$ cat config.mk
export PLATFORM = sky130hd
export DESIGN_NAME = id_stage_pipe_flat
export DESIGN_NICKNAME = d
export VERILOG_FILES = /design/src/rtl/id_pkg.sv /design/src/rtl/id_stage_pipe_if.sv /design/src/rtl/id_regfile.sv /design/src/rtl/id_stage_pipe.sv /design/src/flat_wrapper.sv
export SDC_FILE = /design/constraint.sdc
export NUM_CORES = 1
export LEC_CHECK = 0
export CORE_MARGIN = 2
export CORE_UTILIZATION = 29
export DETAILED_ROUTE_END_ITERATION = 8
export GPL_ROUTABILITY_DRIVEN = 0
export MAX_ROUTING_LAYER = met4
export RECOVER_POWER = 50
export SLEW_MARGIN = 20
export SYNTH_ARGS = -nofsm -noshare
export SYNTH_HDL_FRONTEND = slang
export SYNTH_SLANG_ARGS = --single-unit
export TNS_END_PERCENT = 100
$ cat constraint.sdc
create_clock -name clk -period 45.6 [get_ports clk]
set_clock_uncertainty 0.15 [all_clocks]
set_input_delay 9.12 -clock clk [delete_from_list [all_inputs] [get_ports clk]]
set_output_delay 9.12 -clock clk [all_outputs]
set_load 0.02 [all_outputs]
$ cat src/rtl/id_pkg.sv
// Shared decode encodings for the instruction-decode stage: exe commands, modes,
// condition codes, ARM data-processing opcodes and the ID/EXE bubble constant.
package id_pkg;

  typedef enum logic [3:0] {
    CmdNop = 4'b0000,
    CmdMov = 4'b0001,
    CmdAdd = 4'b0010,
    CmdAdc = 4'b0011,
    CmdSub = 4'b0100,
    CmdSbc = 4'b0101,
    CmdAnd = 4'b0110,
    CmdOrr = 4'b0111,
    CmdEor = 4'b1000,
    CmdMvn = 4'b1001
  } exe_cmd_e;

  typedef enum logic [1:0] {
    ModeAlu    = 2'b00,
    ModeMem    = 2'b01,
    ModeBranch = 2'b10,
    ModeNone   = 2'b11
  } mode_e;

  typedef enum logic [3:0] {
    CondEq, CondNe, CondCs, CondCc, CondMi, CondPl, CondVs, CondVc,
    CondHi, CondLs, CondGe, CondLt, CondGt, CondLe, CondAl, CondNv
  } cond_e;

  localparam logic [3:0] OpAnd = 4'b0000;
  localparam logic [3:0] OpEor = 4'b0001;
  localparam logic [3:0] OpSub = 4'b0010;
  localparam logic [3:0] OpAdd = 4'b0100;
  localparam logic [3:0] OpAdc = 4'b0101;
  localparam logic [3:0] OpSbc = 4'b0110;
  localparam logic [3:0] OpTst = 4'b1000;
  localparam logic [3:0] OpCmp = 4'b1010;
  localparam logic [3:0] OpOrr = 4'b1100;
  localparam logic [3:0] OpMov = 4'b1101;
  localparam logic [3:0] OpMvn = 4'b1111;

  typedef struct packed {
    logic     valid;
    exe_cmd_e exe_cmd;
    logic     mem_r_en;
    logic     mem_w_en;
    logic     wb_en;
    logic     s;
    logic     b;
  } ctrl_t;

  localparam ctrl_t Bubble = ctrl_t'('0);

  // Flags arrive as {N,Z,C,V}.
  function automatic logic cond_pass(input logic [3:0] cond, input logic [3:0] sr);
    logic n, z, c, v;
    {n, z, c, v} = sr;
    case (cond_e'(cond))
      CondEq:  return z;
      CondNe:  return !z;
      CondCs:  return c;
      CondCc:  return !c;
      CondMi:  return n;
      CondPl:  return !n;
      CondVs:  return v;
      CondVc:  return !v;
      CondHi:  return c && !z;
      CondLs:  return !c || z;
      CondGe:  return n == v;
      CondLt:  return n != v;
      CondGt:  return !z && (n == v);
      CondLe:  return z || (n != v);
      CondAl:  return 1'b1;
      default: return 1'b0;
    endcase
  endfunction

endpackage

$ cat src/rtl/id_stage_pipe_if.sv
// Bundle of fetch, write-back, hazard-check and ID/EXE signals around the decode stage.
interface id_stage_pipe_if #(
  parameter int unsigned DATA_W  = 32,
  parameter int unsigned REG_CNT = 16,
  parameter int unsigned PC_W    = 32
);
  localparam int unsigned ADDR_W = $clog2(REG_CNT);

  logic              if_valid;
  logic [31:0]       instr_in;
  logic [PC_W-1:0]   pc_in;
  logic [3:0]        sr_in;
  logic              wb_wb_en;
  logic [ADDR_W-1:0] wb_dest;
  logic [DATA_W-1:0] wb_value;
  logic              exe_wb_en;
  logic [ADDR_W-1:0] exe_dest;
  logic              mem_wb_en;
  logic [ADDR_W-1:0] mem_dest;
  logic              flush;
  logic              stall_out;

  logic              id_valid;
  logic [PC_W-1:0]   id_pc;
  logic [DATA_W-1:0] id_val_rn;
  logic [DATA_W-1:0] id_val_rm;
  logic [3:0]        id_exe_cmd;
  logic              id_mem_r_en;
  logic              id_mem_w_en;
  logic              id_wb_en;
  logic              id_s;
  logic              id_b;
  logic              id_imm;
  logic [11:0]       id_shift_op;
  logic [23:0]       id_simm24;
  logic [ADDR_W-1:0] id_dest;

  modport master (
    output if_valid, instr_in, pc_in, sr_in, wb_wb_en, wb_dest, wb_value,
           exe_wb_en, exe_dest, mem_wb_en, mem_dest, flush,
    input  stall_out, id_valid, id_pc, id_val_rn, id_val_rm, id_exe_cmd, id_mem_r_en,
           id_mem_w_en, id_wb_en, id_s, id_b, id_imm, id_shift_op, id_simm24, id_dest
  );

  modport slave (
    input  if_valid, instr_in, pc_in, sr_in, wb_wb_en, wb_dest, wb_value,
           exe_wb_en, exe_dest, mem_wb_en, mem_dest, flush,
    output stall_out, id_valid, id_pc, id_val_rn, id_val_rm, id_exe_cmd, id_mem_r_en,
           id_mem_w_en, id_wb_en, id_s, id_b, id_imm, id_shift_op, id_simm24, id_dest
  );

endinterface

$ cat src/rtl/id_regfile.sv
// Register file: two combinational read ports, one clocked write port.
// Build option ID_WB_BYPASS_EN forwards a same-cycle write to the read ports.
module id_regfile #(
  parameter  int unsigned DATA_W  = 32,
  parameter  int unsigned REG_CNT = 16,
  localparam int unsigned ADDR_W  = $clog2(REG_CNT)
) (
  input  logic              clk,
  input  logic              rst,
  input  logic              we,
  input  logic [ADDR_W-1:0] waddr,
  input  logic [DATA_W-1:0] wdata,
  input  logic [ADDR_W-1:0] raddr_a,
  output logic [DATA_W-1:0] rdata_a,
  input  logic [ADDR_W-1:0] raddr_b,
  output logic [DATA_W-1:0] rdata_b
);

  localparam logic [ADDR_W:0] AddrLimit = (ADDR_W + 1)'(REG_CNT);

  logic [DATA_W-1:0] regs_q [REG_CNT];
  logic              w_ok;

  assign w_ok = we && ({1'b0, waddr} < AddrLimit);

  always_ff @(posedge clk or posedge rst) begin
    if (rst) begin
      for (int i = 0; i < int'(REG_CNT); i++) regs_q[i] <= '0;
    end else if (w_ok) begin
      regs_q[waddr] <= wdata;
    end
  end

  function automatic logic [DATA_W-1:0] read_port(input logic [ADDR_W-1:0] addr);
    logic [DATA_W-1:0] val;
    val = ({1'b0, addr} < AddrLimit) ? regs_q[addr] : '0;
`ifdef ID_WB_BYPASS_EN
    if (w_ok && (addr == waddr)) val = wdata;
`endif
    return val;
  endfunction

  always_comb begin
    rdata_a = read_port(raddr_a);
    rdata_b = read_port(raddr_b);
  end

endmodule

$ cat src/rtl/id_stage_pipe.sv
// Instruction-decode stage with hazard detection and ID/EXE pipeline register.
// ID_WB_BYPASS_EN enables same-cycle write-back forwarding in the register file.
module id_stage_pipe
  import id_pkg::*;
#(
  parameter int unsigned DATA_W  = 32,
  parameter int unsigned REG_CNT = 16,
  parameter int unsigned PC_W    = 32
) (
  input logic            clk,
  input logic            rst,
  id_stage_pipe_if.slave bus
);

  localparam int unsigned ADDR_W = $clog2(REG_CNT);

  logic [3:0]        cond;
  logic [3:0]        opcode;
  logic [1:0]        mode;
  logic              s_bit;
  logic              i_bit;
  logic [ADDR_W-1:0] rn, rd, rm, src2;
  logic [DATA_W-1:0] val_rn, val_rm;

  ctrl_t dec;
  logic  use_rn, two_src, exe_hit, mem_hit, hazard, issue;

  assign cond   = bus.instr_in[31:28];
  assign mode   = bus.instr_in[27:26];
  assign i_bit  = bus.instr_in[25];
  assign opcode = bus.instr_in[24:21];
  assign s_bit  = bus.instr_in[20];
  assign rn     = ADDR_W'(bus.instr_in[19:16]);
  assign rd     = ADDR_W'(bus.instr_in[15:12]);
  assign rm     = ADDR_W'(bus.instr_in[3:0]);

  always_comb begin
    dec       = Bubble;
    dec.valid = 1'b1;
    use_rn    = 1'b1;
    unique case (mode_e'(mode))
      ModeAlu: begin
        dec.wb_en = 1'b1;
        dec.s     = s_bit;
        unique case (opcode)
          OpMov: begin dec.exe_cmd = CmdMov; use_rn = 1'b0; end
          OpMvn: begin dec.exe_cmd = CmdMvn; use_rn = 1'b0; end
          OpAdd: dec.exe_cmd = CmdAdd;
          OpAdc: dec.exe_cmd = CmdAdc;
          OpSub: dec.exe_cmd = CmdSub;
          OpSbc: dec.exe_cmd = CmdSbc;
          OpAnd: dec.exe_cmd = CmdAnd;
          OpOrr: dec.exe_cmd = CmdOrr;
          OpEor: dec.exe_cmd = CmdEor;
          OpCmp: begin dec.exe_cmd = CmdSub; dec.wb_en = 1'b0; dec.s = 1'b1; end
          OpTst: begin dec.exe_cmd = CmdAnd; dec.wb_en = 1'b0; dec.s = 1'b1; end
          default: begin dec.wb_en = 1'b0; dec.s = 1'b0; end
        endcase
      end
      ModeMem: begin
        dec.exe_cmd = CmdAdd;
        if (s_bit) begin
          dec.mem_r_en = 1'b1;
          dec.wb_en    = 1'b1;
        end else begin
          dec.mem_w_en = 1'b1;
        end
      end
      ModeBranch: begin
        dec.b  = 1'b1;
        use_rn = 1'b0;
      end
      ModeNone: ;
    endcase
  end

  // Stores read the data to be written through the second port.
  assign src2    = dec.mem_w_en ? rd : rm;
  assign two_src = ~i_bit | dec.mem_w_en;

  assign exe_hit = bus.exe_wb_en &
                   ((use_rn & (bus.exe_dest == rn)) | (two_src & (bus.exe_dest == src2)));
  assign mem_hit = bus.mem_wb_en &
                   ((use_rn & (bus.mem_dest == rn)) | (two_src & (bus.mem_dest == src2)));
  assign hazard  = bus.if_valid & (exe_hit | mem_hit);
  assign issue   = bus.if_valid & ~hazard & cond_pass(cond, bus.sr_in);

  assign bus.stall_out = hazard & ~bus.flush;

  id_regfile #(
    .DATA_W  (DATA_W),
    .REG_CNT (REG_CNT)
  ) u_regfile (
    .clk     (clk),
    .rst     (rst),
    .we      (bus.wb_wb_en),
    .waddr   (bus.wb_dest),
    .wdata   (bus.wb_value),
    .raddr_a (rn),
    .rdata_a (val_rn),
    .raddr_b (src2),
    .rdata_b (val_rm)
  );

  ctrl_t             ctrl_d, ctrl_q;
  logic [PC_W-1:0]   pc_q;
  logic [DATA_W-1:0] val_rn_q, val_rm_q;
  logic              imm_q;
  logic [11:0]       shift_q;
  logic [23:0]       simm_q;
  logic [ADDR_W-1:0] dest_q;

  assign ctrl_d = (bus.flush || !issue) ? Bubble : dec;

  always_ff @(posedge clk or posedge rst) begin
    if (rst) begin
      ctrl_q   <= Bubble;
      pc_q     <= '0;
      val_rn_q <= '0;
      val_rm_q <= '0;
      imm_q    <= 1'b0;
      shift_q  <= '0;
      simm_q   <= '0;
      dest_q   <= '0;
    end else begin
      ctrl_q   <= ctrl_d;
      pc_q     <= bus.pc_in;
      val_rn_q <= val_rn;
      val_rm_q <= val_rm;
      imm_q    <= i_bit;
      shift_q  <= bus.instr_in[11:0];
      simm_q   <= bus.instr_in[23:0];
      dest_q   <= rd;
    end
  end

  assign bus.id_valid    = ctrl_q.valid;
  assign bus.id_exe_cmd  = ctrl_q.exe_cmd;
  assign bus.id_mem_r_en = ctrl_q.mem_r_en;
  assign bus.id_mem_w_en = ctrl_q.mem_w_en;
  assign bus.id_wb_en    = ctrl_q.wb_en;
  assign bus.id_s        = ctrl_q.s;
  assign bus.id_b        = ctrl_q.b;
  assign bus.id_pc       = pc_q;
  assign bus.id_val_rn   = val_rn_q;
  assign bus.id_val_rm   = val_rm_q;
  assign bus.id_imm      = imm_q;
  assign bus.id_shift_op = shift_q;
  assign bus.id_simm24   = simm_q;
  assign bus.id_dest     = dest_q;

endmodule

$ cat src/flat_wrapper.sv
// flat-port wrapper written by rule: the top's interface ports become plain ports
module id_stage_pipe_flat import id_pkg::*;
#(
  parameter int unsigned DATA_W  = 32,
  parameter int unsigned REG_CNT = 16,
  parameter int unsigned PC_W    = 32
)
  (clk, rst, bus_if_valid, bus_instr_in, bus_pc_in, bus_sr_in, bus_wb_wb_en, bus_wb_dest, bus_wb_value, bus_exe_wb_en, bus_exe_dest, bus_mem_wb_en, bus_mem_dest, bus_flush, bus_stall_out, bus_id_valid, bus_id_pc, bus_id_val_rn, bus_id_val_rm, bus_id_exe_cmd, bus_id_mem_r_en, bus_id_mem_w_en, bus_id_wb_en, bus_id_s, bus_id_b, bus_id_imm, bus_id_shift_op, bus_id_simm24, bus_id_dest);
  id_stage_pipe_if #(.DATA_W(DATA_W), .REG_CNT(REG_CNT), .PC_W(PC_W)) bus_i ();
  input logic clk;
  input logic rst;
  input wire logic [$bits(bus_i.if_valid)-1:0] bus_if_valid;
  input wire logic [$bits(bus_i.instr_in)-1:0] bus_instr_in;
  input wire logic [$bits(bus_i.pc_in)-1:0] bus_pc_in;
  input wire logic [$bits(bus_i.sr_in)-1:0] bus_sr_in;
  input wire logic [$bits(bus_i.wb_wb_en)-1:0] bus_wb_wb_en;
  input wire logic [$bits(bus_i.wb_dest)-1:0] bus_wb_dest;
  input wire logic [$bits(bus_i.wb_value)-1:0] bus_wb_value;
  input wire logic [$bits(bus_i.exe_wb_en)-1:0] bus_exe_wb_en;
  input wire logic [$bits(bus_i.exe_dest)-1:0] bus_exe_dest;
  input wire logic [$bits(bus_i.mem_wb_en)-1:0] bus_mem_wb_en;
  input wire logic [$bits(bus_i.mem_dest)-1:0] bus_mem_dest;
  input wire logic [$bits(bus_i.flush)-1:0] bus_flush;
  output wire logic [$bits(bus_i.stall_out)-1:0] bus_stall_out;
  output wire logic [$bits(bus_i.id_valid)-1:0] bus_id_valid;
  output wire logic [$bits(bus_i.id_pc)-1:0] bus_id_pc;
  output wire logic [$bits(bus_i.id_val_rn)-1:0] bus_id_val_rn;
  output wire logic [$bits(bus_i.id_val_rm)-1:0] bus_id_val_rm;
  output wire logic [$bits(bus_i.id_exe_cmd)-1:0] bus_id_exe_cmd;
  output wire logic [$bits(bus_i.id_mem_r_en)-1:0] bus_id_mem_r_en;
  output wire logic [$bits(bus_i.id_mem_w_en)-1:0] bus_id_mem_w_en;
  output wire logic [$bits(bus_i.id_wb_en)-1:0] bus_id_wb_en;
  output wire logic [$bits(bus_i.id_s)-1:0] bus_id_s;
  output wire logic [$bits(bus_i.id_b)-1:0] bus_id_b;
  output wire logic [$bits(bus_i.id_imm)-1:0] bus_id_imm;
  output wire logic [$bits(bus_i.id_shift_op)-1:0] bus_id_shift_op;
  output wire logic [$bits(bus_i.id_simm24)-1:0] bus_id_simm24;
  output wire logic [$bits(bus_i.id_dest)-1:0] bus_id_dest;
  assign bus_i.if_valid = bus_if_valid;
  assign bus_i.instr_in = bus_instr_in;
  assign bus_i.pc_in = bus_pc_in;
  assign bus_i.sr_in = bus_sr_in;
  assign bus_i.wb_wb_en = bus_wb_wb_en;
  assign bus_i.wb_dest = bus_wb_dest;
  assign bus_i.wb_value = bus_wb_value;
  assign bus_i.exe_wb_en = bus_exe_wb_en;
  assign bus_i.exe_dest = bus_exe_dest;
  assign bus_i.mem_wb_en = bus_mem_wb_en;
  assign bus_i.mem_dest = bus_mem_dest;
  assign bus_i.flush = bus_flush;
  assign bus_stall_out = bus_i.stall_out;
  assign bus_id_valid = bus_i.id_valid;
  assign bus_id_pc = bus_i.id_pc;
  assign bus_id_val_rn = bus_i.id_val_rn;
  assign bus_id_val_rm = bus_i.id_val_rm;
  assign bus_id_exe_cmd = bus_i.id_exe_cmd;
  assign bus_id_mem_r_en = bus_i.id_mem_r_en;
  assign bus_id_mem_w_en = bus_i.id_mem_w_en;
  assign bus_id_wb_en = bus_i.id_wb_en;
  assign bus_id_s = bus_i.id_s;
  assign bus_id_b = bus_i.id_b;
  assign bus_id_imm = bus_i.id_imm;
  assign bus_id_shift_op = bus_i.id_shift_op;
  assign bus_id_simm24 = bus_i.id_simm24;
  assign bus_id_dest = bus_i.id_dest;
  id_stage_pipe #(.DATA_W(DATA_W), .REG_CNT(REG_CNT), .PC_W(PC_W)) u_core (.clk(clk), .rst(rst), .bus(bus_i));
endmodule
==> impl_results.html, run 1 <==
<table>
<tr><th>Metric</th><th>Value</th></tr>
<tr><th colspan="2">Outcome</th></tr>
<tr><td>Status</td><td>finished, violations left</td></tr>
<tr><td>Failing checks</td><td>max-capacitance violations, max-slew violations</td></tr>
<tr><th colspan="2">Synth</th></tr>
<tr><td>Netlist cell types</td><td>50</td></tr>
<tr><td>Post-synthesis net count</td><td>2609</td></tr>
<tr><td>Fraction of synthesized cell area in xor and xnor cells</td><td>0.00472</td></tr>
<tr><td>Number of enable flip-flop cells after synthesis</td><td>0</td></tr>
<tr><td>Synthesized area per cell</td><td>12.7 um2</td></tr>
<tr><td>Complex-gate fraction of the synthesized area</td><td>0.0471</td></tr>
<tr><td>Top_reg_cell synth</td><td>sky130_fd_sc_hd__dfrtp_1</td></tr>
<tr><td>Share of flip-flops with an asynchronous set or reset after synthesis</td><td>1.00</td></tr>
<tr><td>Largest family of logic cells by synthesized area</td><td>multiplexers</td></tr>
<tr><td>Number of warnings printed during yosys synthesis</td><td>0</td></tr>
<tr><td>Adder-cell share of the synthesized area</td><td>0</td></tr>
<tr><td>Mux cell area share after synthesis</td><td>0.318</td></tr>
<tr><td>Register area share after synthesis</td><td>0.510</td></tr>
<tr><td>Cells after synthesis</td><td>2490</td></tr>
<tr><td>Netlist Area Pre-Place</td><td>31600 um2</td></tr>
<tr><td>Simple-Gate Fraction of Synth Area</td><td>0.0865</td></tr>
<tr><td>Yosys reg bits</td><td>between 600 and 700</td></tr>
<tr><th colspan="2">Global routing</th></tr>
<tr><td>Number of antenna violations at the first check in global routing</td><td>14</td></tr>
<tr><td>Via count of the first global-routing pass</td><td>22200</td></tr>
<tr><td>Global-route usage over all layers</td><td>0.179</td></tr>
<tr><td>Global-route congestion overflow total</td><td>0</td></tr>
<tr><td>Pin count of the biggest net entering global routing</td><td>about 160</td></tr>
<tr><td>Global-route wire length before repair</td><td>147000 um</td></tr>
<tr><th colspan="2">Clocking</th></tr>
<tr><td>Sink Count</td><td>approximately 640</td></tr>
<tr><td>Hold-fix buffer count after cts</td><td>0</td></tr>
<tr><td>Clock root buffer master</td><td>sky130_fd_sc_hd__clkbuf_16</td></tr>
<tr><td>Clock transition at the registers of the reported paths</td><td>0.05 ns</td></tr>
<tr><td>Number of buffers created by CTS</td><td>72</td></tr>
<tr><td>Post-CTS setup buffer count</td><td>0</td></tr>
<tr><td>CTS tree</td><td>built</td></tr>
<tr><td>Post-cts sizing count</td><td>0</td></tr>
<tr><td>Later-pin clock latency in the skew report</td><td>0.63 ns</td></tr>
<tr><td>Maximum buffer depth of the clock tree</td><td>3</td></tr>
<tr><td>Level count of the clock H-tree</td><td>3</td></tr>
<tr><th colspan="2">Critical path</th></tr>
<tr><td>Logic depth of the worst register-to-register path</td><td>2</td></tr>
<tr><td>Required time at the worst-slack endpoint</td><td>about 36 ns</td></tr>
<tr><td>Critical path capture point type</td><td>primary output</td></tr>
<tr><td>Setup CP Type</td><td>in2out</td></tr>
<tr><td>Crit path arrival time</td><td>between 10 and 15 ns</td></tr>
<tr><td>Launch point of the worst path</td><td>bus_instr_in[17]</td></tr>
<tr><td>Capturing instance or port of the critical path</td><td>bus_stall_out</td></tr>
<tr><td>Beginning of the worst register-to-register path</td><td>u_core.u_regfile.regs_q[26]$_DFFE_PP0P_</td></tr>
<tr><td>Worst reg2reg setup slack</td><td>43.78 ns</td></tr>
<tr><td>Nature of the critical path startpoint</td><td>primary input</td></tr>
<tr><td>Crit Reg-Reg Endpoint</td><td>u_core.bus.id_val_rn[26]$_DFF_PP0_</td></tr>
<tr><td>Peak fanout along the critical path</td><td>75</td></tr>
<tr><th colspan="2">Routing</th></tr>
<tr><td>Drt wl/cell</td><td>23.6 um</td></tr>
<tr><td>Number of antenna-violating nets in the routed design</td><td>0</td></tr>
<tr><td>DRT Wirelength</td><td>between 90000 and 100000 um</td></tr>
<tr><td>Vias per std cell</td><td>5.30</td></tr>
<tr><td>Post-route DRC violation count</td><td>0</td></tr>
<tr><td>Number of iterations in the first detailed-routing pass</td><td>5</td></tr>
<tr><td>Routed via count</td><td>21800</td></tr>
<tr><td>DRT iter0 DRCs</td><td>1833</td></tr>
<tr><th colspan="2">Timing</th></tr>
<tr><td>Smallest setup slack after layout</td><td>between 20 and 25 ns</td></tr>
<tr><td>Shortest period the worst path allows</td><td>about 24 ns</td></tr>
<tr><td>Final hold violation count</td><td>0</td></tr>
<tr><td>Setup tns final</td><td>0 ns</td></tr>
<tr><td>Final period utilization</td><td>0.530</td></tr>
<tr><td>RSZ-0062 raised after global routing</td><td>false</td></tr>
<tr><td>Final max-slew violation count</td><td>just over 900</td></tr>
<tr><td>Final number of setup-violating endpoints</td><td>0</td></tr>
<tr><td>Slew headroom</td><td>-4.64</td></tr>
<tr><td>Transition at the pin with the smallest max-transition slack</td><td>8.47 ns</td></tr>
<tr><td>Final Hold Slack</td><td>0.374 ns</td></tr>
<tr><td>Max Freq</td><td>roughly 0.041 GHz</td></tr>
<tr><th colspan="2">Power</th></tr>
<tr><td>LEAKAGE</td><td>15.6 nW</td></tr>
<tr><td>Maximum VDD drop</td><td>between 0.02 and 0.025 mV</td></tr>
<tr><td>Net switching power figure</td><td>0.504 mW</td></tr>
<tr><td>Internal portion of total power</td><td>1.27 mW</td></tr>
<tr><td>Share of power burned in combinational logic</td><td>0.216</td></tr>
<tr><td>Switching part of the total power</td><td>0.284</td></tr>
<tr><td>Relative contribution of sequential cells to total power</td><td>0.440</td></tr>
<tr><td>PwrDens</td><td>46.8 nW/um2</td></tr>
<tr><td>Clock share of power</td><td>0.344</td></tr>
<tr><th colspan="2">Layout</th></tr>
<tr><td>Sequential cell area</td><td>16100 um2</td></tr>
<tr><td>Layout overhead on the synthesized area</td><td>20.1%</td></tr>
<tr><td>Leading cell type in the layout, fill and taps excluded</td><td>sky130_fd_sc_hd__dfrtp_1</td></tr>
<tr><td>Combined area of the multi-input logic cells</td><td>roughly 15000 um2</td></tr>
<tr><td>Ratio of cells with drive above 1 in the final layout</td><td>0.314</td></tr>
<tr><td>Final-layout fill cell count</td><td>10600</td></tr>
<tr><td>Final net count</td><td>around 2800</td></tr>
<tr><td>Most frequent cells in the layout</td><td>sky130_fd_sc_hd__dfrtp_1, sky130_fd_sc_hd__mux2_2, sky130_fd_sc_hd__nand2_1</td></tr>
<tr><th colspan="2">Floorplan</th></tr>
<tr><td>Overall die width</td><td>334 um</td></tr>
<tr><td>Core Footprint</td><td>108000 um2</td></tr>
<tr><td>Starting Density</td><td>0.291</td></tr>
<tr><td>Top-level port count</td><td>267</td></tr>
<tr><td>Number of standard-cell rows in the floorplan</td><td>121</td></tr>
<tr><td>Die extent in y</td><td>334 um</td></tr>
<tr><td>Total Die Area</td><td>roughly 110000 um2</td></tr>
<tr><th colspan="2">Job</th></tr>
<tr><td>Number of violations of the max-capacitance limit</td><td>21</td></tr>
<tr><th colspan="2">Placement</th></tr>
<tr><td>Worst Setup Slack post-DPL</td><td>23.36 ns</td></tr>
<tr><td>Number of port buffers</td><td>about 270</td></tr>
<tr><td>Detail Placement HPWL</td><td>54500 um</td></tr>
<tr><th colspan="2">Min path</th></tr>
<tr><td>Class of the tightest hold or removal check</td><td>reg2reg</td></tr>
</table>
power by group through the flow:
stage	combinational [mW]	clock, mW	sequential (mW)
after global placement	0.381	0	0.784
final	0.384	0.610	0.781
after CTS	0.389	0.628	0.779
after floorplan	0.251	0	0.785
after global routing	0.416	0.650	0.797
after detailed placement	0.387	0	0.787
state kept, by name (all words and copies together) (netlist names):
| signal | count |
|---|---|
| u_core.bus.id_mem_w_en | 1 |
| u_core.bus.id_shift_op | 11 |
| u_core.bus.id_mem_r_en | 1 |
| u_core.bus.id_exe_cmd | 4 |
| u_core.bus.id_valid | 1 |
| u_core.bus.id_b | 1 |
| u_core.u_regfile.regs_q | 512 |
| u_core.bus.id_wb_en | 1 |
| u_core.bus.id_val_rm | 32 |
| u_core.bus.id_s | 1 |
| u_core.bus.id_simm24 | 13 |
| u_core.bus.id_pc | 32 |
| u_core.bus.id_imm | 1 |
| u_core.bus.id_val_rn | 32 |
worst min path at each step:
stage | to | cells past startpoint | slack, ns | startpoint
after CTS | u_core.u_regfile.regs_q[416]$_DFFE_PP0P_ | 1 | 0.38 | u_core.u_regfile.regs_q[416]$_DFFE_PP0P_
after global routing | u_core.u_regfile.regs_q[58]$_DFFE_PP0P_ | 1 | 0.39 | u_core.u_regfile.regs_q[58]$_DFFE_PP0P_
after floorplan | u_core.u_regfile.regs_q[447]$_DFFE_PP0P_ | 1 | 0.35 | u_core.u_regfile.regs_q[447]$_DFFE_PP0P_
after detailed placement | u_core.u_regfile.regs_q[416]$_DFFE_PP0P_ | 1 | 0.36 | u_core.u_regfile.regs_q[416]$_DFFE_PP0P_
final | u_core.u_regfile.regs_q[54]$_DFFE_PP0P_ | 1 | 0.37 | u_core.u_regfile.regs_q[54]$_DFFE_PP0P_
after global placement | u_core.u_regfile.regs_q[104]$_DFFE_PP0P_ | 1 | 0.36 | u_core.u_regfile.regs_q[104]$_DFFE_PP0P_
metrics by stage:
| step | instance area [um2] | utilization | power [mW] | std cells |
|---|---|---|---|---|
| 6_report | 37900 | 0.350 | 1.77 | 4115 |
| 5_1_grt | 37900 | 0.350 | 1.86 | 4113 |
| 4_1_cts | 38000 | 0.351 | 1.80 | 4101 |
| 3_5_place_dp | 35500 | 0.328 | 1.17 | 3973 |
| 3_3_place_gp | 35500 | 0.328 | 1.17 | 3973 |
| 2_1_floorplan | 31600 | - | 1.04 | 2490 |
per-layer routing:
| layer | share of wire | vias to the layer above | global-route usage | routed length [um] |
|---|---|---|---|---|
| met5 | 0 | - | - | 0 |
| met4 | 0.024 | 0 | 0.0504 | 2290 |
| met3 | 0.083 | 146 | 0.0412 | 8090 |
| met2 | 0.46 | 870 | 0.271 | 44700 |
| met1 | 0.43 | 11400 | 0.240 | 42100 |
| li1 | - | 9404 | - | - |
synth_stat cells, types with 4 or more instances:
cell                       instances  area, um2
sky130_fd_sc_hd__nand3_1         146        731
sky130_fd_sc_hd__nor2_1           28        105
sky130_fd_sc_hd__xnor2_1           8       70.1
sky130_fd_sc_hd__mux2_2          516       5810
sky130_fd_sc_hd__mux2i_1          64        641
sky130_fd_sc_hd__o211ai_1         32        240
sky130_fd_sc_hd__a211o_1           6       52.6
sky130_fd_sc_hd__nand2_1         379       1420
sky130_fd_sc_hd__nand2b_1         11       68.8
sky130_fd_sc_hd__clkbuf_1        140        526
sky130_fd_sc_hd__dfrtp_1         643      16100
sky130_fd_sc_hd__a221o_1          17        170
sky130_fd_sc_hd__buf_1            36        135
sky130_fd_sc_hd__nand4_1          18        113
sky130_fd_sc_hd__nor2b_1           5       31.3
sky130_fd_sc_hd__xor2_1            9       78.8
sky130_fd_sc_hd__a32oi_1          13        114
sky130_fd_sc_hd__nand3b_1         10       75.1
sky130_fd_sc_hd__buf_4            19        143
sky130_fd_sc_hd__buf_2            46        230
sky130_fd_sc_hd__nor4_1           10       62.6
sky130_fd_sc_hd__a22o_1           10       87.6
sky130_fd_sc_hd__o21ai_0          10       50.1
sky130_fd_sc_hd__o41ai_1          12        105
sky130_fd_sc_hd__a21oi_1          91        455
sky130_fd_sc_hd__mux4_2          160       3600
sky130_fd_sc_hd__inv_1             7       26.3
sky130_fd_sc_hd__a31oi_1           4       25.0
sky130_fd_sc_hd__nor3_1            6       30.0
critical path, stage by stage:
cell and delay, ns:
sky130_fd_sc_hd__clkbuf_1 3.77, sky130_fd_sc_hd__xor2_1 0.20, sky130_fd_sc_hd__nor3_1 0.36, sky130_fd_sc_hd__nand3_1 0.12
sky130_fd_sc_hd__a21oi_1 0.14, sky130_fd_sc_hd__a211o_1 0.36, sky130_fd_sc_hd__nor2b_1 0.18, sky130_fd_sc_hd__clkdlybuf4s50_1 0.61
area by class of cell:
cell class / count / share of cell area
clock inverters: 24 / 0.00940
inverters: 7 / 0.000726
well taps: 1414 / 0.0466
diodes: 13 / 0.000858
repair buffers: 311 / 0.0782
clock buffers: 104 / 0.0555
flip-flops and latches: 643 / 0.424
multi-input cells: 1599 / 0.384
logic make-up (layout without fill, tap and decap cells):
| logic type | count (synthesis) | after routing |
|---|---|---|
| other | 0 | 13 |
| AND/OR/NAND/NOR | 625 | 625 |
| AO/OA/AOI/OAI | 217 | 217 |
| multiplexers | 740 | 740 |
| buffers and inverters | 248 | 446 |
| XOR/XNOR | 17 | 17 |
| flip-flops | 643 | 643 |
Power figures use the tool's default switching activity.
==> inputs of run 2 (changes only) <==
clock period = 20 ns   (was 45.6 ns; I/O delays follow)
==> impl_results.html, run 2 (synthesized netlist as in run 1, its figures left out) <==
<table>
<tr><th>Metric</th><th>Value</th></tr>
<tr><th colspan="2">Clocking</th></tr>
<tr><td>Clock transition at the registers of the reported paths</td><td>0.06 ns (about the same)</td></tr>
<tr><td>Maximum buffer depth of the clock tree</td><td>3 (unchanged)</td></tr>
<tr><td>Post-cts sizing count</td><td>0 (unchanged)</td></tr>
<tr><td>Number of buffers created by CTS</td><td>74 (+2.8%)</td></tr>
<tr><td>CTS tree</td><td>built</td></tr>
<tr><td>Level count of the clock H-tree</td><td>3 (unchanged)</td></tr>
<tr><td>Hold-fix buffer count after cts</td><td>0 (unchanged)</td></tr>
<tr><td>Sink Count</td><td>643 (unchanged)</td></tr>
<tr><td>Later-pin clock latency in the skew report</td><td>0.63 ns (about the same)</td></tr>
<tr><td>Clock root buffer master</td><td>sky130_fd_sc_hd__clkbuf_16</td></tr>
<tr><td>Post-CTS setup buffer count</td><td>0 (unchanged)</td></tr>
<tr><th colspan="2">Power</th></tr>
<tr><td>Maximum VDD drop</td><td>0.0590 mV (+150%)</td></tr>
<tr><td>PwrDens</td><td>106 nW/um2 (+130%)</td></tr>
<tr><td>LEAKAGE</td><td>15.6 nW (+0.24%)</td></tr>
<tr><td>Final total power</td><td>4.02 mW (+130%)</td></tr>
<tr><th colspan="2">Floorplan</th></tr>
<tr><td>Total Die Area</td><td>112000 um2 (unchanged)</td></tr>
<tr><td>Overall die width</td><td>334 um (unchanged)</td></tr>
<tr><td>Top-level port count</td><td>267 (unchanged)</td></tr>
<tr><td>Starting Density</td><td>0.291 (unchanged)</td></tr>
<tr><td>Core Footprint</td><td>108000 um2 (unchanged)</td></tr>
<tr><td>Die extent in y</td><td>334 um (unchanged)</td></tr>
<tr><td>Number of standard-cell rows in the floorplan</td><td>121 (unchanged)</td></tr>
<tr><th colspan="2">Critical path</th></tr>
<tr><td>Logic depth of the worst register-to-register path</td><td>2 (unchanged)</td></tr>
<tr><td>Worst-path cell with the longest stage delay</td><td>sky130_fd_sc_hd__clkbuf_1</td></tr>
<tr><td>Nature of the critical path startpoint</td><td>primary input</td></tr>
<tr><td>Cell family contributing the most delay on the critical path</td><td>buffers and inverters</td></tr>
<tr><td>Peak fanout along the critical path</td><td>80 (+6.7%)</td></tr>
<tr><td>Setup CP Type</td><td>in2out</td></tr>
<tr><td>Cell depth of the worst setup path</td><td>8 (unchanged)</td></tr>
<tr><td>Capturing instance or port of the critical path</td><td>bus_stall_out</td></tr>
<tr><td>Sequence of cells on the critical path</td><td>clkbuf_1 &gt; xor2_1 &gt; nor3_1 &gt; nand3_1 &gt; a21oi_1 &gt; a211o_1 &gt; nor2b_1 &gt; clkdlybuf4s50_1</td></tr>
<tr><td>Launch point of the worst path</td><td>bus_instr_in[17]</td></tr>
<tr><td>Largest incremental delay on the critical path</td><td>4.02 ns (+0.25 ns)</td></tr>
<tr><td>Critical path capture point type</td><td>primary output</td></tr>
<tr><td>Required time at the worst-slack endpoint</td><td>15.85 ns (-20.48 ns)</td></tr>
<tr><td>Crit path arrival time</td><td>10.01 ns (-4.88 ns)</td></tr>
<tr><td>Buffers &amp; Inverters on Critical Path</td><td>2 (unchanged)</td></tr>
<tr><td>Crit Reg-Reg Endpoint</td><td>u_core.bus.id_val_rn[5]$_DFF_PP0_</td></tr>
<tr><td>Worst reg2reg setup slack</td><td>18.21 ns (-25.57 ns)</td></tr>
<tr><td>Beginning of the worst register-to-register path</td><td>u_core.u_regfile.regs_q[261]$_DFFE_PP0P_</td></tr>
<tr><th colspan="2">Layout</th></tr>
<tr><td>Final-layout fill cell count</td><td>10600 (-0.29%)</td></tr>
<tr><td>Final net count</td><td>2759 (+0.22%)</td></tr>
<tr><td>Combined area of the multi-input logic cells</td><td>14600 um2 (+0.25%)</td></tr>
<tr><td>Sequential cell area</td><td>16100 um2 (unchanged)</td></tr>
<tr><td>Most flop-heavy register</td><td>u_core.u_regfile.regs_q</td></tr>
<tr><td>Most frequent cells in the layout</td><td>sky130_fd_sc_hd__dfrtp_1, sky130_fd_sc_hd__mux2_2, sky130_fd_sc_hd__nand2_1</td></tr>
<tr><td>Fin cells</td><td>4112 (-0.073%)</td></tr>
<tr><td>Layout overhead on the synthesized area</td><td>20.1% (about the same)</td></tr>
<tr><td>Leading cell type in the layout, fill and taps excluded</td><td>sky130_fd_sc_hd__dfrtp_1</td></tr>
<tr><td>Ratio of cells with drive above 1 in the final layout</td><td>0.317 (+0.00274)</td></tr>
<tr><td>Number of flip-flops in the largest register</td><td>512 (unchanged)</td></tr>
<tr><td>Finished layout cell area</td><td>37900 um2 (about the same)</td></tr>
<tr><th colspan="2">Routing</th></tr>
<tr><td>Number of antenna-violating nets in the routed design</td><td>0 (unchanged)</td></tr>
<tr><td>Number of iterations in the first detailed-routing pass</td><td>5 (unchanged)</td></tr>
<tr><td>Vias per std cell</td><td>5.32 (+0.32%)</td></tr>
<tr><td>Drt wl/cell</td><td>23.4 um (-0.76%)</td></tr>
<tr><td>Routed via count</td><td>21900 (+0.24%)</td></tr>
<tr><td>Post-route DRC violation count</td><td>0 (unchanged)</td></tr>
<tr><td>DRT Wirelength</td><td>96300 um (-0.83%)</td></tr>
<tr><td>DRT iter0 DRCs</td><td>1923 (+4.9%)</td></tr>
<tr><th colspan="2">Timing</th></tr>
<tr><td>Slew headroom</td><td>-4.91 (-0.263)</td></tr>
<tr><td>Final number of setup-violating endpoints</td><td>0 (unchanged)</td></tr>
<tr><td>Smallest setup slack after layout</td><td>5.84 ns (-15.60 ns)</td></tr>
<tr><td>Shortest period the worst path allows</td><td>14.16 ns</td></tr>
<tr><td>Setup tns final</td><td>0 ns (unchanged)</td></tr>
<tr><td>Final max-slew violation count</td><td>788 (-14%)</td></tr>
<tr><td>Final period utilization</td><td>0.708</td></tr>
<tr><td>Final hold violation count</td><td>0 (unchanged)</td></tr>
<tr><td>Transition at the pin with the smallest max-transition slack</td><td>8.86 ns (+0.394 ns)</td></tr>
<tr><td>RSZ-0062 raised after global routing</td><td>false</td></tr>
<tr><td>Max Freq</td><td>0.0706 GHz</td></tr>
<tr><th colspan="2">Placement</th></tr>
<tr><td>Number of cells after detailed placement</td><td>3978 (+0.13%)</td></tr>
<tr><td>Detail Placement HPWL</td><td>54100 um (-0.64%)</td></tr>
<tr><td>Number of port buffers</td><td>266 (unchanged)</td></tr>
<tr><td>Worst Setup Slack post-DPL</td><td>8.73 ns (-14.63 ns)</td></tr>
<tr><td>Placement Cell Area</td><td>35600 um2 (about the same)</td></tr>
<tr><th colspan="2">Global routing</th></tr>
<tr><td>Via count of the first global-routing pass</td><td>22300 (+0.28%)</td></tr>
<tr><td>Global-route wire length before repair</td><td>145000 um (-1.2%)</td></tr>
<tr><td>Global-route usage over all layers</td><td>0.177 (-0.00201)</td></tr>
<tr><td>Pin count of the biggest net entering global routing</td><td>160 (-0.62%)</td></tr>
<tr><td>Number of antenna violations at the first check in global routing</td><td>10 (-4)</td></tr>
<tr><td>Global-route congestion overflow total</td><td>0 (unchanged)</td></tr>
<tr><th colspan="2">Min path</th></tr>
<tr><td>Min-delay src</td><td>u_core.u_regfile.regs_q[23]$_DFFE_PP0P_</td></tr>
<tr><td>Hold Crit Depth</td><td>1 (unchanged)</td></tr>
<tr><td>Class of the tightest hold or removal check</td><td>reg2reg</td></tr>
<tr><th colspan="2">Outcome</th></tr>
<tr><td>Failing checks</td><td>max-capacitance violations, max-slew violations</td></tr>
<tr><td>Status</td><td>finished, violations left</td></tr>
<tr><th colspan="2">Job</th></tr>
<tr><td>Number of violations of the max-capacitance limit</td><td>18 (-14%)</td></tr>
</table>
[run 2: where the power goes]
part,switching (mW),internal [mW]
clock,0.560,0.811
sequential,0.202,1.58
combinational,0.383,0.480
total,1.14,2.88
[run 2: worst reg2reg max path, cell delays in order, from the launching register on]
cell,delay [ns]
sky130_fd_sc_hd__dfrtp_1,0.41
sky130_fd_sc_hd__mux4_2,0.49
sky130_fd_sc_hd__mux4_2,0.56
[run 2: how the worst min path moves through the flow]
stage / end
final: u_core.u_regfile.regs_q[23]$_DFFE_PP0P_
after global routing: u_core.u_regfile.regs_q[294]$_DFFE_PP0P_
after CTS: u_core.u_regfile.regs_q[429]$_DFFE_PP0P_
after detailed placement: u_core.u_regfile.regs_q[433]$_DFFE_PP0P_
after global placement: u_core.u_regfile.regs_q[435]$_DFFE_PP0P_
after floorplan: u_core.u_regfile.regs_q[447]$_DFFE_PP0P_
[run 2: layer usage]
metal	GRT usage	wire length, um	share of wire
met1	0.238	43100	0.45
met2	0.270	44300	0.46
met3	0.0339	6570	0.068
met4	0.0541	2410	0.025
met5	-	0	0
[run 2: layout make-up]
class	instances	share of cell area
multi-input cells	1599	0.385
clock inverters	27	0.00917
well taps	1414	0.0467
diodes	8	0.000528
repair buffers	315	0.0782
flip-flops and latches	643	0.424
clock buffers	99	0.0550
inverters	7	0.000726
[run 2: stage by stage]
stage               hold WS [ns]  utilization
floorplan                  0.346            -
global placement           0.356        0.328
detailed placement         0.365        0.328
CTS                        0.379        0.351
global route               0.389        0.350
finish                     0.378        0.350
